**config.mk**
```make
export PLATFORM = sky130hd
export DESIGN_NAME = inst_fetch_flat
export DESIGN_NICKNAME = d
export VERILOG_FILES = /design/src/rtl/mips_pkg.sv /design/src/rtl/inst_fetch_if.sv /design/src/rtl/fetch_next_pc.sv /design/src/rtl/inst_fetch.sv /design/src/flat_wrapper.sv
export SDC_FILE = /design/constraint.sdc
export NUM_CORES = 1
export LEC_CHECK = 0
export BUFFER_PORTS_ARGS = -buffer_cell sky130_fd_sc_hd__buf_2
export CAP_MARGIN = 20
export CORE_MARGIN = 2
export CORE_UTILIZATION = 48
export DETAILED_ROUTE_END_ITERATION = 10
export GPL_ROUTABILITY_DRIVEN = 0
export GPL_TIMING_DRIVEN = 0
export MAX_ROUTING_LAYER = met4
export PLACE_DENSITY = 0.89
export SYNTH_ARGS = -nofsm -noshare
export SYNTH_HDL_FRONTEND = slang
export SYNTH_SLANG_ARGS = --single-unit
```
**constraint.sdc**
```tcl
create_clock -name clk -period 2.4 [get_ports clk]
set_clock_uncertainty 0.2 [all_clocks]
set_input_delay 0.48 -clock clk [delete_from_list [all_inputs] [get_ports clk]]
set_output_delay 0.48 -clock clk [all_outputs]
set_load 0.02 [all_outputs]
```
**src/rtl/mips_pkg.sv**
```systemverilog
// Shared MIPS datapath definitions: default widths, opcodes and fetch FSM state type.
package mips_pkg;

    localparam int PC_W   = 5;
    localparam int INST_W = 32;

    localparam logic [5:0] OP_J = 6'b000010;

    typedef enum logic {
        IDLE = 1'b0,
        RUN  = 1'b1
    } fetch_state_e;

endpackage

```
**src/rtl/inst_fetch_if.sv**
```systemverilog
// IF/ID handshake between the fetch stage (master) and decode (slave).
interface inst_fetch_if #(
    parameter int PC_W   = 5,
    parameter int INST_W = 32
);
    logic              id_valid_o;
    logic              id_ready_i;
    logic [INST_W-1:0] id_inst_o;
    logic [PC_W-1:0]   id_pc_o;

    modport master (output id_valid_o, output id_inst_o, output id_pc_o, input  id_ready_i);
    modport slave  (input  id_valid_o, input  id_inst_o, input  id_pc_o, output id_ready_i);
endinterface

```
**src/rtl/fetch_next_pc.sv**
```systemverilog
// Sequential next-PC: local j-target decode, otherwise increment with natural wrap.
module fetch_next_pc
    import mips_pkg::*;
#(
    parameter int PC_W = 5
) (
    input  logic [PC_W-1:0] pc,
    input  logic [5:0]      opcode,
    input  logic [PC_W-1:0] jtarget,
    output logic [PC_W-1:0] next_pc
);

    always_comb begin
        next_pc = pc + PC_W'(1);
        if (opcode == OP_J) next_pc = jtarget;
    end

endmodule

```
**src/rtl/inst_fetch.sv**
```systemverilog
// Instruction-fetch stage: owns the PC, addresses the external ROM and registers
// the returned word into the IF/ID entry. Branch redirects come from execute.
module inst_fetch #(
    parameter int              PC_W     = 5,
    parameter int              INST_W   = 32,
    parameter logic [PC_W-1:0] RESET_PC = '0
) (
    input  logic              clk,
    input  logic              rst_n,
    input  logic              enable_i,
    output logic [PC_W-1:0]   pc_o,
    input  logic [INST_W-1:0] inst_i,
    input  logic              redirect_i,
    input  logic [PC_W-1:0]   redirect_pc_i,
    inst_fetch_if.master      id,
    output logic [15:0]       fetch_cnt_o
);
    import mips_pkg::*;

    fetch_state_e      state;
    logic [PC_W-1:0]   pc_q;
    logic [PC_W-1:0]   next_pc;
    logic              id_valid_q;
    logic [INST_W-1:0] id_inst_q;
    logic [PC_W-1:0]   id_pc_q;
    logic              fire;

    fetch_next_pc #(.PC_W(PC_W)) u_next_pc (
        .pc      (pc_q),
        .opcode  (inst_i[INST_W-1 -: 6]),
        .jtarget (inst_i[PC_W-1:0]),
        .next_pc (next_pc)
    );

    // id_ready_i only reaches flop enables; pc_o stays a pure register output.
    assign fire = (state == RUN) && !redirect_i && (!id_valid_q || id.id_ready_i);

    always_ff @(posedge clk or negedge rst_n) begin
        if (!rst_n) begin
            state       <= IDLE;
            pc_q        <= RESET_PC;
            id_valid_q  <= 1'b0;
            id_inst_q   <= '0;
            id_pc_q     <= '0;
            fetch_cnt_o <= '0;
        end else begin
            case (state)
                IDLE:    if (enable_i)  state <= RUN;
                RUN:     if (!enable_i) state <= IDLE;
                default: state <= IDLE;
            endcase

            if (redirect_i) begin
                pc_q       <= redirect_pc_i;
                id_valid_q <= 1'b0;
            end else if (fire) begin
                id_inst_q  <= inst_i;
                id_pc_q    <= pc_q;
                id_valid_q <= 1'b1;
                pc_q       <= next_pc;
                if (fetch_cnt_o != 16'hFFFF) fetch_cnt_o <= fetch_cnt_o + 16'd1;
            end else if (id_valid_q && id.id_ready_i) begin
                id_valid_q <= 1'b0;
            end
        end
    end

    assign pc_o          = pc_q;
    assign id.id_valid_o = id_valid_q;
    assign id.id_inst_o  = id_inst_q;
    assign id.id_pc_o    = id_pc_q;

endmodule
```
**src/flat_wrapper.sv**
```systemverilog
// flat-port wrapper written by rule: the top's interface ports become plain ports
module inst_fetch_flat import mips_pkg::*;
#(
    parameter int              PC_W     = 5,
    parameter int              INST_W   = 32,
    parameter logic [PC_W-1:0] RESET_PC = '0
)
  (clk, rst_n, enable_i, pc_o, inst_i, redirect_i, redirect_pc_i, fetch_cnt_o, id_id_valid_o, id_id_inst_o, id_id_pc_o, id_id_ready_i);
  inst_fetch_if #(.PC_W(PC_W), .INST_W(INST_W)) id_i ();
  input  logic clk;
  input  logic rst_n;
  input  logic enable_i;
  output logic [PC_W-1:0] pc_o;
  input  logic [INST_W-1:0] inst_i;
  input  logic redirect_i;
  input  logic [PC_W-1:0] redirect_pc_i;
  output logic [15:0] fetch_cnt_o;
  output wire logic [$bits(id_i.id_valid_o)-1:0] id_id_valid_o;
  output wire logic [$bits(id_i.id_inst_o)-1:0] id_id_inst_o;
  output wire logic [$bits(id_i.id_pc_o)-1:0] id_id_pc_o;
  input wire logic [$bits(id_i.id_ready_i)-1:0] id_id_ready_i;
  assign id_id_valid_o = id_i.id_valid_o;
  assign id_id_inst_o = id_i.id_inst_o;
  assign id_id_pc_o = id_i.id_pc_o;
  assign id_i.id_ready_i = id_id_ready_i;
  inst_fetch #(.PC_W(PC_W), .INST_W(INST_W), .RESET_PC(RESET_PC)) u_core (.clk(clk), .rst_n(rst_n), .enable_i(enable_i), .pc_o(pc_o), .inst_i(inst_i), .redirect_i(redirect_i), .redirect_pc_i(redirect_pc_i), .id(id_i), .fetch_cnt_o(fetch_cnt_o));
endmodule
```
=== After elaboration in Yosys (flattened, before gate mapping) ===
Cells that the tools add are included.
Widths: inputs -> output; s select.

* Add/sub/neg operators: 2
* Equal/unequal tests: 2
* Mux-type cells: 7
* Bitwise logic cells: 1
* Reduce and logical (&&, ||, !) cells: 10

{| class="wikitable"
|+ Operator list
! operator !! count
|-
| $add 16x1->16 const B || 1
|-
| $ne 16x16->1 const B || 1
|-
| $mux 5 || 3
|-
| $eq 6x2->1 const B || 1
|-
| $add 5x1->5 const B || 1
|-
| $mux 1 || 4
|-
| $logic_and 1x1->1 || 3
|-
| $reduce_and 3->1 || 1
|-
| $reduce_bool 3->1 || 1
|-
| $logic_not 1->1 || 2
|-
| $reduce_and 2->1 || 1
|-
| $reduce_bool 2->1 || 1
|-
| $logic_or 1x1->1 || 1
|-
| $not 1->1 || 1
|}

* Register bits after elaboration: 60
* Input bits: 42
* Output and inout bits: 59

=== Depth between registers and ports, before layout ===
Gate-level depths: netlist (run 1).

* Word-level depth: 5
* Mapped depth: 6

=== Hierarchy ===
Synthesis (run 1) repeated with hierarchy kept, for this count alone.

* Cells, all modules: 267
* Area total of the unflattened synthesis: 2618.8 µm²

{| class="wikitable"
|+ By module, submodules not included
! module !! instances !! cells an instance !! area each (µm²) !! seq. area each (µm²)
|-
| inst_fetch || 1 || 253 || 2487.4 || 1501.4
|-
| fetch_next_pc || 1 || 14 || 131.4 || 0.0
|}

=== Worst setup path before layout (run 1) ===
OpenSTA, ideal clock, no wires.

* Kind: register to register
* Start point: register u_core.fetch_cnt_o[0]
* End point: register u_core.fetch_cnt_o[11]
* Arrival time: 1.562 ns
* Required time: 2.069 ns
* Setup slack: 0.508 ns
* Cell stages (with the launch flop): 7
* Clock period less this slack: 1.892 ns
* Cells stage by stage: dfrtp_1 > ha_1 > nand3_1 > or3_4 > o2111a_2 > nand3_1 > xnor2_1

* Word-level cells in the longest chain between the ends: 2
* Elaborated cells on any way between the ends: 3
* Those cells by class: add/sub (1); eq/ne (1); reduce/logical (1)

{| class="wikitable"
|+ RTL lines
! item !! line !! RTL
|-
| from (decl) || inst_fetch.sv:16 || <nowiki>output logic [15:0] fetch_cnt_o</nowiki>
|-
| from (signal assigned) || inst_fetch.sv:61 || <nowiki>if (fetch_cnt_o != 16'hFFFF) fetch_cnt_o <= fetch_cnt_o + 16'd1;</nowiki>
|-
| parallel branches: the longest is 2 deep, another holds $add 16x1->16 || - ||
|}

Parallel ways; which one is timed is not known.
A chain may end at the register's enable or synchronous reset.

=== Worst setup path after layout (run 1) ===
* Start point: register u_core.fetch_cnt_o[10]
* End point: register u_core.fetch_cnt_o[1]

* Word-level cells in the longest chain between the ends: 2

{| class="wikitable"
|+ RTL lines
! item !! line
|-
| $ne 16x16->1 || inst_fetch.sv:61
|-
| $reduce_and 3->1 (no source line) || -
|}

No other way between the ends.

==> metrics.txt, run 1 <==
sequential share of power=a little under half; Hold Crit Class=in2async; Crit path max-delay family=simple AND/OR/NAND/NOR gates; CTS tree=built; first-pass GRT wire length=9.963 mm; largest fanout on the critical path=9; # rows=26; clk_lat worst skew=approximately 330 ps; final hold violation count=0; combinational power share=roughly a quarter; switching power=0.9065 mW; max-slew violations=0; Via density=roughly 4.8; H-Tree Depth=3; multiplexer share of the synthesized area=approximately 1.4%; post-cts resize count=0; Post-CTS Hold Fix Bufs=0; Post-synth EDFFs=0; largest family of logic cells by synthesized area=simple AND/OR/NAND/NOR gates; R2R Setup Slk=~520 ps; NumNets Final=~420; Adder-Cell Fraction of Synth Area=less than 1%; estimated wirelength of the detail-placed design=~4.2 mm; Avg WL per Cell=12.80 um; arrival time of data at the critical path endpoint=around 1900 ps; simple-gate share of the synthesized area=a little over a quarter; Tmin final=1876 ps; layout cells sized above 1=between 30 and 40%; total setup buffers inserted after CTS=0; Worst path max stage delay=about 420 ps; io pins=101; largest net degree at the start of global routing=34; CTS Buf Count=9; fmax=533.0 MHz; area share of xor/xnor cells in the synthesized design=a little over 6%; Slew @ Worst Pin=~760 ps; post-synthesis sequential area ratio=between 50% and 60%; number of synthesized register bits=60; top_reg_cell synth=dfrtp_1; synth warn=0; DRT iter0 DRCs=81; clock power share=~27%; Port Buf Inserts=100; number of library cell types mapped by synthesis=34; first-pass detailed-route iteration total=4; Overflow after GRT=0; height of the die=around 77 um; reg2reg end=u_core.fetch_cnt_o[1]$_DFFE_PN0P_; Die Width=roughly 77 um; Longest Clk Path Bufs=2; Worst path slowest cell=dfrtp_1; worst path cell trace=and4_4, and4_1, a31oi_4, mux2_4; Worst Path Required=between 2000 and 2500 ps; routed wire length=5.721 mm; Area Growth Syn to Fin=29.85%; CP Capture Type=flop; CTS clock-pin slew for the worst setup and hold paths=approximately 60 ps; RSZ-0062 raised after global routing=false; number of routed nets with antenna violations=0; # diodes=0; max_cap viols=0; PwrDens=818.7 nW/um^2; period utilisation layout=78.17%; vias in the first global route=between 2,000 and 2,500; Slew headroom=approximately 49%; drt drc=0; Fillers=434; Leak Pwr=approximately 1.8 nW; Startpoint Class=flop; Via Count=2,155; Sw Share=33.57%; Gate Count Post-Synth=approximately 260; Worst Path Buf+Inv=0; initial antenna violation count=0; reg2reg start=u_core.fetch_cnt_o[10]$_DFFE_PN0P_; CTS Root Cell=clkbuf_8; Worst VDD drop=roughly 0.57 mV; initial core utilization=49.73%; core footprint=5107 sq um; Syn Std Cell Area=2540 sq um; final setup fails=0; Die ar.=around 5900 sq um; critical path launch point=u_core.fetch_cnt_o[10]$_DFFE_PN0P_; FFs w/ async S/R, synth=100.0%; fin util=64.58%; depth of the worst register-to-register path=4; Total GRT Usage=a little over a fifth; Synth Area in Compound Gates=roughly 4.4%; clock sink count=60; Synth Area per Inst=just under 10 sq um; status=completed; setup TNS=0 ps; critical path class=reg2reg; Net Count, Synth=about 310; P_int=between 1.5 and 2 mW
Yosys cell counts, drive strengths merged (2+ instances only):
| library cell | count | share of area, % |
|---|---|---|
| a21oi | 3 | 0.59 |
| ha | 2 | 0.99 |
| nor2 | 5 | 0.74 |
| a211oi | 2 | 0.59 |
| a221o | 2 | 0.79 |
| nor3 | 2 | 0.59 |
| buf | 7 | 1.3 |
| nand2 | 123 | 18 |
| xor2 | 4 | 1.4 |
| and4 | 3 | 1.1 |
| dfrtp | 60 | 59 |
| inv | 3 | 0.44 |
| mux2 | 2 | 1.0 |
| nand3 | 7 | 1.4 |
| and3 | 4 | 0.99 |
| xnor2 | 14 | 4.8 |
| nand4 | 6 | 1.7 |
power groups by stage:
stage / Combinational (mW) / Sequential, mW / Clock, mW
3_3_place_gp: 0.669 / 1.30 / 0
4_1_cts: 0.693 / 1.30 / 0.740
6_report: 0.682 / 1.30 / 0.722
5_1_grt: 0.753 / 1.32 / 0.783
2_1_floorplan: 0.222 / 1.49 / 0
3_5_place_dp: 0.691 / 1.31 / 0
metal layers:
layer,routed length [um],global-route usage (%),vias up
met2,2726,35.09,70
li1,-,-,1072
met3,301,3.647,9
met1,2594,27.61,1004
met5,0,-,-
met4,99,10.18,0
registers in the layout, indices dropped and copies added, names as in the netlist:
| signal | flops |
|---|---|
| u_core.state | 1 |
| u_core.id.id_inst_o | 32 |
| u_core.id.id_pc_o | 5 |
| u_core.pc_o | 5 |
| u_core.id.id_valid_o | 1 |
| u_core.fetch_cnt_o | 16 |
logic make-up after synthesis:
group | after synthesis
flops | 60
compound gates | 13
simple gates | 154
buf+inv | 11
mux | 3
xor+xnor | 18
fa+ha+maj | 2
area by class of cell:
type / count / area (sq um) / share of cell area, %
clock inverters: 3 / 15.01 / 0.4552
multi-input cells: 190 / 991.0 / 30.05
repair buffers: 101 / 520.5 / 15.78
inverters: 3 / 11.26 / 0.3414
plain buffers: 8 / 36.28 / 1.100
clock buffers: 12 / 135.1 / 4.097
flip-flops and latches: 60 / 1501 / 45.52
well taps: 70 / 87.58 / 2.656
per-stage QoR:
stage / cell area (sq um) / worst slack [ps] / std cells / hold slack (ps) / total power [mW]
after CTS: 3298 / 524.8 / 447 / 35.14 / 2.728
final: 3298 / 524.0 / 447 / 22.41 / 2.700
after global routing: 3298 / 367.8 / 447 / 58.43 / 2.858
after floorplan: 2540 / 507.6 / 261 / -15.59 / 1.716
after global placement: 3128 / 277.5 / 431 / 253.3 / 1.970
after detailed placement: 3148 / 245.1 / 432 / 256.6 / 2.002
placed cells by master, fill, tap and decap left out, types with 2 or more instances in the layout:
master,instances
a211oi_1,2
a21oi_1,3
a221o_1,2
and3_1,4
and4_1,2
buf_1,2
buf_2,105
clkbuf_1,4
clkbuf_8,9
clkinv_2,3
dfrtp_1,60
ha_1,2
inv_1,3
nand2_1,123
nand3_1,7
nand4_1,5
nor2_1,5
xnor2_1,14
xor2_1,4
worst max path at each step:
stage,to,slack [ps],cells past startpoint
finish,u_core.fetch_cnt_o[1]$_DFFE_PN0P_,520,4
global route,u_core.id.id_inst_o[2]$_DFFE_PN0P_,370,6
CTS,u_core.fetch_cnt_o[1]$_DFFE_PN0P_,520,4
detailed placement,u_core.fetch_cnt_o[1]$_DFFE_PN0P_,250,5
global placement,u_core.fetch_cnt_o[1]$_DFFE_PN0P_,280,5
floorplan,u_core.fetch_cnt_o[11]$_DFFE_PN0P_,510,6
(Power assumes the default switching activity.)
==> run 2, diff against run 1 <==
Settings changed: ABC_AREA from default to 1, CORE_UTILIZATION 48 to 50, PLACE_DENSITY 0.89 to 0.9.
Clock period 2.4 ns to 1.8 ns, I/O delays scaled along.
==> run 2 against run 1 <==
Wire length is 19% higher. Sequential cell count stayed put. Final cell count is 27% higher. Global-route usage is 1.7 points higher. Sequential share of layout area is 5.7 points lower. Total power is 48% higher. Count of clock-buffer cells in the layout is 1 lower. Fmax is 8.6% higher. Critical path type unchanged. Critical endpoint unchanged. Largest cell class unchanged. Largest power group unchanged.
==> metrics.txt, run 2 <==
number of library cell types mapped by synthesis=20 (-41%); Hold Crit Class=in2reg; met1 WL=2.904 mm (+12%); hold depth=3; number of synthesized register bits=60 (unchanged); met2 wire length=3.392 mm (+24%); Startpoint Class=flop; arrival time of data at the critical path endpoint=1750 ps (-130 ps); Leak Pwr=2.102 nW (+16%); routed wire length=6.823 mm (+19%); CP Capture Type=flop; Net Count, Synth=409 (+34%); critical path launch point=u_core.fetch_cnt_o[1]$_DFFE_PN0P_; Total GRT Usage=23.65% (+1.7 points); height of the die=79.24 um (+3.3%); Via Count=2,777 (+29%); Longest Clk Path Bufs=2 (unchanged); top-count cell post-synth=nand2_1; top_reg_cell synth=dfrtp_1; R2R Setup Slk=70 ps (-450 ps); Avg WL per Cell=12.03 um (-6.0%); Area Growth Syn to Fin=34.17%; largest net degree at the start of global routing=36 (+5.9%); setup TNS=0 ps (unchanged); FFs w/ async S/R, synth=100.0% (unchanged); final setup fails=0 (unchanged); Slew headroom=60.56% (+11 points); # diodes=0 (unchanged); critical path class=reg2reg; Die ar.=6278 sq um (+6.6%); max-slew violations=0 (unchanged); post-synthesis sequential area ratio=53.05% (-6.1 points); Gate Count Post-Synth=365 (+40%); CTS Root Cell=clkbuf_8; top routing layer used=met4; setup ws final=72.02 ps (-451.9 ps); first-pass detailed-route iteration total=4 (unchanged); Slew @ Worst Pin=591.5 ps (-167.9 ps); period utilisation layout=96.00% (+18 points); initial antenna violation count=0 (unchanged); Synth Area per Inst=7.754 sq um (-20%); Tmin final=1728 ps (-148.1 ps); Post-synth EDFFs=0 (unchanged); io pins=101 (unchanged); layout cells sized above 1=30.30% (-3.1 points); # rows=27 (+3.8%); NumNets Final=534 (+28%); DP Worst Slack=-142.3 ps (-387.4 ps); top post-synthesis cells by count=191 x nand2_1, 60 x dfrtp_1, 25 x nor2_1; Port Buf Inserts=100 (unchanged); status=completed; Syn Std Cell Area=2830 sq um (+11%); clock sink count=60 (unchanged); CTS clock-pin slew for the worst setup and hold paths=70 ps (about the same); Multi-input gate area=1204 sq um (+21%); metal3 WL=407 um (+35%); largest fanout on the critical path=10 (+1); register area=1511 sq um (+0.67%); Via density=4.898 (+1.6%); estimated wirelength of the detail-placed design=5.006 mm (+18%); Yosys top cell area share=53.05% (-6.1 points); first-pass GRT wire length=11.35 mm (+14%); hold worst-path end=u_core.id.id_inst_o[24]$_DFFE_PN0P_; Die Width=79.24 um (+3.3%); Worst Path Required=1820 ps (-590 ps); Overflow after GRT=0 (unchanged); CTS Buf Count=9 (unchanged); synth warn=0 (unchanged); fmax=578.7 MHz (+8.6%); total power=3.991 mW (+48%); number of routed nets with antenna violations=0 (unchanged); CTS tree=built; core footprint=5473 sq um (+7.2%); vias in the first global route=2,621 (+20%); reg2reg end=u_core.fetch_cnt_o[1]$_DFFE_PN0P_; fin util=69.39% (+4.8 points); post-synth top area cell=dfrtp_1; depth of the worst register-to-register path=9 (+5); clk_lat worst skew=330 ps (about the same); reg2reg start=u_core.fetch_cnt_o[1]$_DFFE_PN0P_; DRT iter0 DRCs=96 (+19%); hold path start=inst_i[24]; initial core utilization=51.71% (+2.0 points); drt drc=0 (unchanged); H-Tree Depth=3 (unchanged); Worst VDD drop=0.7881 mV (+39%); number of flip-flops in the largest register=32 (unchanged); max_cap viols=0 (unchanged); ranking of synthesized cells by area=dfrtp_1 53%, nand2_1 25%, nor2_1 3.3%; Fillers=463 (+6.7%); final hold violation count=0 (unchanged); most common cell after layout, fill and taps aside=nand2_1; PwrDens=1051 nW/um^2 (+28%); most frequent cells in the layout=191 x nand2_1, 100 x buf_2, 52 x dfrtp_1, 25 x nor2_1, 19 x inv_1
## run 2: cell count changes after synthesis, moves of 3 or more
| cell | change |
|---|---|
| xnor2_1 | -6 |
| nand2_2 | +3 |
| and3_1 | -4 |
| nand3_1 | +7 |
| nor2_1 | +20 |
| clkbuf_1 | +7 |
| o21ai_0 | +12 |
| nand2_1 | +68 |
| buf_2 | -5 |
| inv_1 | +16 |
| nand4_1 | +5 |
| xor2_1 | -4 |
## run 2: per-stage QoR
stage	cell area (sq um)	cells	hold slack (ps)
5_1_grt	3797	567	14.29
3_3_place_gp	3423	537	248.8
4_1_cts	3722	560	18.91
6_report	3797	567	21.82
2_1_floorplan	2833	365	-135.6
3_5_place_dp	3443	538	199.1
## run 2: logic make-up (layout without fill, tap and decap cells)
family | Yosys count | in the layout | synth area share (%)
adders and majority gates | 2 | 2 | 0.8840
buffers and inverters | 32 | 162 | 4.863
xor gates and xnor gates | 8 | 8 | 2.476
DFF | 60 | 60 | 53.05
and+or+nand+nor | 246 | 246 | 35.15
AOI/OAI and AO/OA | 17 | 17 | 3.581
## run 2: layout make-up
class | count | share of cell area, %
Buffer | 10 | 1.450
Clock buffer | 11 | 3.723
Clock inverter | 5 | 1.977
Inverter | 22 | 2.241
Multi-Input combinational cell | 273 | 31.70
Sequential cell | 60 | 39.80
Tap cell | 72 | 2.372
Timing Repair Buffer | 114 | 16.74
## run 2: worst max-delay path: stages, from the launching register on
cell and delay [ps]:
dfrtp_2 380, ha_4 160, nand3_2 110, inv_2 100, nand2_2 80, o21ai_4 260, inv_4 70, buf_6 150
nand2_1 70, nand2_1 50
## run 2: worst max path at each step
stage / to / slack, ps / cells after the start
2_1_floorplan: u_core.fetch_cnt_o[1]$_DFFE_PN0P_ / 10 / 9
3_3_place_gp: u_core.fetch_cnt_o[11]$_DFFE_PN0P_ / -80 / 9
5_1_grt: u_core.fetch_cnt_o[3]$_DFFE_PN0P_ / -5 / 8
4_1_cts: u_core.fetch_cnt_o[3]$_DFFE_PN0P_ / 30 / 9
6_report: u_core.fetch_cnt_o[1]$_DFFE_PN0P_ / 70 / 9
3_5_place_dp: u_core.fetch_cnt_o[3]$_DFFE_PN0P_ / -140 / 9
## run 2: metal layers
layer | vias up | track usage [%]
met1 | 1288 | 27.63
met2 | 88 | 40.25
met5 | - | -
li1 | 1389 | -
met4 | 0 | 8.793
met3 | 12 | 5.114
## run 2: power breakdown
group / internal, mW / switching, mW / total [mW] / leakage, nW
logic: 0.372 / 0.606 / 0.978 / 1.24
registers: 1.54 / 0.148 / 1.69 / 0.750
clock network: 0.810 / 0.515 / 1.33 / 0.113
## run 2: what timing repair did
action                     4_1_cts  5_1_grt
hold buffers                     2        0
resized for setup                2       11
cloned                           0        0
setup endpoints to repair       11       47
buffers inserted                 4        7
pin swaps                        1        3
hold endpoints to repair        26        0
==> run 3, diff against run 2 <==
Settings changed: CELL_PAD_IN_SITES_DETAIL_PLACEMENT from default to 1, CELL_PAD_IN_SITES_GLOBAL_PLACEMENT from default to 1, CORE_UTILIZATION 50 to 35, GPL_TIMING_DRIVEN 0 to default, PLACE_DENSITY 0.9 to 0.89.
==> run 3 against run 2 <==
Worst hold slack gained 1.6 ps. First-iteration DRC count grew 53%. Non-clock buffer count increased by 13. Register-to-register slack worse by 20 ps. Utilization down 18 points. Via count increased by 5.5%. Count of clock-buffer cells in the layout fell by 1. Setup slack worse by 21 ps.
==> metrics.txt, run 3 (same netlist as run 2, synthesis figures left out) <==
number of routed nets with antenna violations=0 (unchanged); critical path class=reg2reg; Slew @ Worst Pin=335.4 ps (-256.2 ps); Via Count=2,931 (+5.5%); critical path depth=10 (+1); DP Worst Slack=108.7 ps (+251.0 ps); worst path cell trace=ha_2, nand3_2, inv_2, nand2_4, o21ai_4, buf_12, buf_4, buf_4, nand2_1, nand2_1; clk_lat worst skew=330 ps (about the same); switching power=1.356 mW (+6.9%); Tmin final=1749 ps (+21.03 ps); initial core utilization=36.44% (-15 points); number of flip-flops in the largest register=32 (unchanged); Worst path slowest cell=dfrtp_2; largest fanout on the critical path=8 (-2); P_int=2.745 mW (+0.82%); hold depth=3 (unchanged); Overflow after GRT=0 (unchanged); Port Buf Inserts=100 (unchanged); placed instance area=3651 sq um (+6.0%); Worst VDD drop=0.5343 mV (-32%); fmax=571.8 MHz (-1.2%); final hold violation count=0 (unchanged); Crit path max-delay family=buffers and inverters; estimated wirelength of the detail-placed design=6.376 mm (+27%); reg2reg end=u_core.fetch_cnt_o[1]$_DFFE_PN0P_; depth of the worst register-to-register path=10 (+1); Die ar.=8822 sq um (+41%); most common cell after layout, fill and taps aside=nand2_1; NumNets Final=548 (+2.6%); Worst path max stage delay=420 ps (+40 ps); Avg WL per Cell=14.63 um (+22%); drt drc=0 (unchanged); Area Growth Syn to Fin=40.50%; period utilisation layout=97.17% (+1.2 points); total power=4.101 mW (+2.8%); height of the die=93.93 um (+19%); R2R Setup Slk=50 ps (-20 ps); arrival time of data at the critical path endpoint=1770 ps (+20 ps); CP Capture Type=flop; Leak Pwr=2.225 nW (+5.9%); combinational power share=25.8% (+1.3 points); # diodes=0 (unchanged); clock sink count=60 (unchanged); Worst Path Buf+Inv=4 (+1); H-Tree Depth=3 (unchanged); Longest Clk Path Bufs=2 (unchanged); first-pass detailed-route iteration total=4 (unchanged); initial antenna violation count=0 (unchanged); CTS Root Cell=clkbuf_8; reg2reg start=u_core.fetch_cnt_o[0]$_DFFE_PN0P_; core footprint=7767 sq um (+42%); Hold Crit Class=in2reg; fin area=3976 sq um (+4.7%); Die Width=93.93 um (+19%); CTS tree=built; Final Non-Filler Cells=611 (+7.8%); DRT iter0 DRCs=147 (+53%); status=completed; max_cap viols=0 (unchanged); Startpoint Class=flop; CTS Buf Count=9 (unchanged); Sw Share=33.06% (+1.3 points); clock power share=33.5% (+0.3 points); sequential share of power=40.7% (-1.6 points); first-pass GRT wire length=14.48 mm (+28%); routed wire length=8.940 mm (+31%); max-slew violations=0 (unchanged); Total GRT Usage=21.25% (-2.4 points); CTS clock-pin slew for the worst setup and hold paths=80 ps (about the same); Placed Cells=586 (+8.9%); hold path start=inst_i[14]; io pins=101 (unchanged); final setup fails=0 (unchanged); Worst Path Required=1830 ps (about the same); PwrDens=1031 nW/um^2 (-1.9%); setup ws final=50.99 ps (-21.03 ps); vias in the first global route=3,020 (+15%); most frequent cells in the layout=191 x nand2_1, 100 x buf_2, 58 x dfrtp_1, 31 x buf_4, 23 x nor2_1; # rows=32 (+19%); layout cells sized above 1=32.81% (+2.5 points); Via density=4.797 (-2.1%); hold worst-path end=u_core.id.id_inst_o[14]$_DFFE_PN0P_; largest net degree at the start of global routing=61 (+69%); Slew headroom=77.64% (+17 points)
-- run 3: worst register-to-register path, cell delays in order (launching register included) --
cell     delay [ps]
dfrtp_2         420
ha_2            200
nand3_2          90
inv_2            60
nand2_4          80
o21ai_4          70
buf_12          150
buf_4           130
buf_4           120
nand2_1          50
nand2_1          60
-- run 3: layout make-up --
class | instances | area (sq um)
Multi-Input combinational cell | 273 | 1204
Clock inverter | 6 | 86.33
Sequential cell | 60 | 1504
Clock buffer | 10 | 137.6
Timing Repair inverter | 1 | 5.005
Fill cell | 1004 | 3791
Inverter | 22 | 87.58
Tap cell | 102 | 127.6
Timing Repair Buffer | 137 | 824.5
-- run 3: worst max path at each step --
stage                                            from                           endpoint  slack, ps
floorplan           u_core.fetch_cnt_o[0]$_DFFE_PN0P_  u_core.fetch_cnt_o[1]$_DFFE_PN0P_         10
global placement                        id_id_ready_i         u_core.pc_o[4]$_DFFE_PN0P_        180
detailed placement  u_core.fetch_cnt_o[0]$_DFFE_PN0P_  u_core.fetch_cnt_o[5]$_DFFE_PN0P_        110
CTS                 u_core.fetch_cnt_o[0]$_DFFE_PN0P_  u_core.fetch_cnt_o[5]$_DFFE_PN0P_         50
global route        u_core.fetch_cnt_o[0]$_DFFE_PN0P_  u_core.fetch_cnt_o[1]$_DFFE_PN0P_        -10
finish              u_core.fetch_cnt_o[0]$_DFFE_PN0P_  u_core.fetch_cnt_o[1]$_DFFE_PN0P_         50
-- run 3: layer usage --
layer / wire [um] / track usage (%)
met3: 352 / 2.729
met5: 0 / -
met1: 3840 / 26.80
met4: 58 / 6.039
met2: 4688 / 36.07
-- run 3: power by group through the flow --
stage                     clock network (mW)  registers, mW  logic (mW)
after floorplan                            0           1.93       0.308
after global placement                     0           1.67       0.993
after detailed placement                   0           1.69        1.03
after CTS                               1.40           1.67        1.05
after global routing                    1.46           1.69        1.17
final                                   1.37           1.67        1.06
-- run 3: timing repair --
action                                  CTS  global route
setup buffers                             0             6
endpoints found under the setup margin    0            13
hold buffers                              2             0
gates resized for setup                   0             8
endpoints found under the hold margin    61             0
-- run 3: per-stage QoR --
step / utilization, % / hold slack, ps / setup TNS, ps
after floorplan: - / -135.6 / 0
after global placement: 47.00 / 194.3 / 0
after detailed placement: 47.00 / 204.1 / 0
after CTS: 50.14 / 12.80 / 0
after global routing: 51.19 / 25.49 / -14.56
final: 51.19 / 23.40 / 0
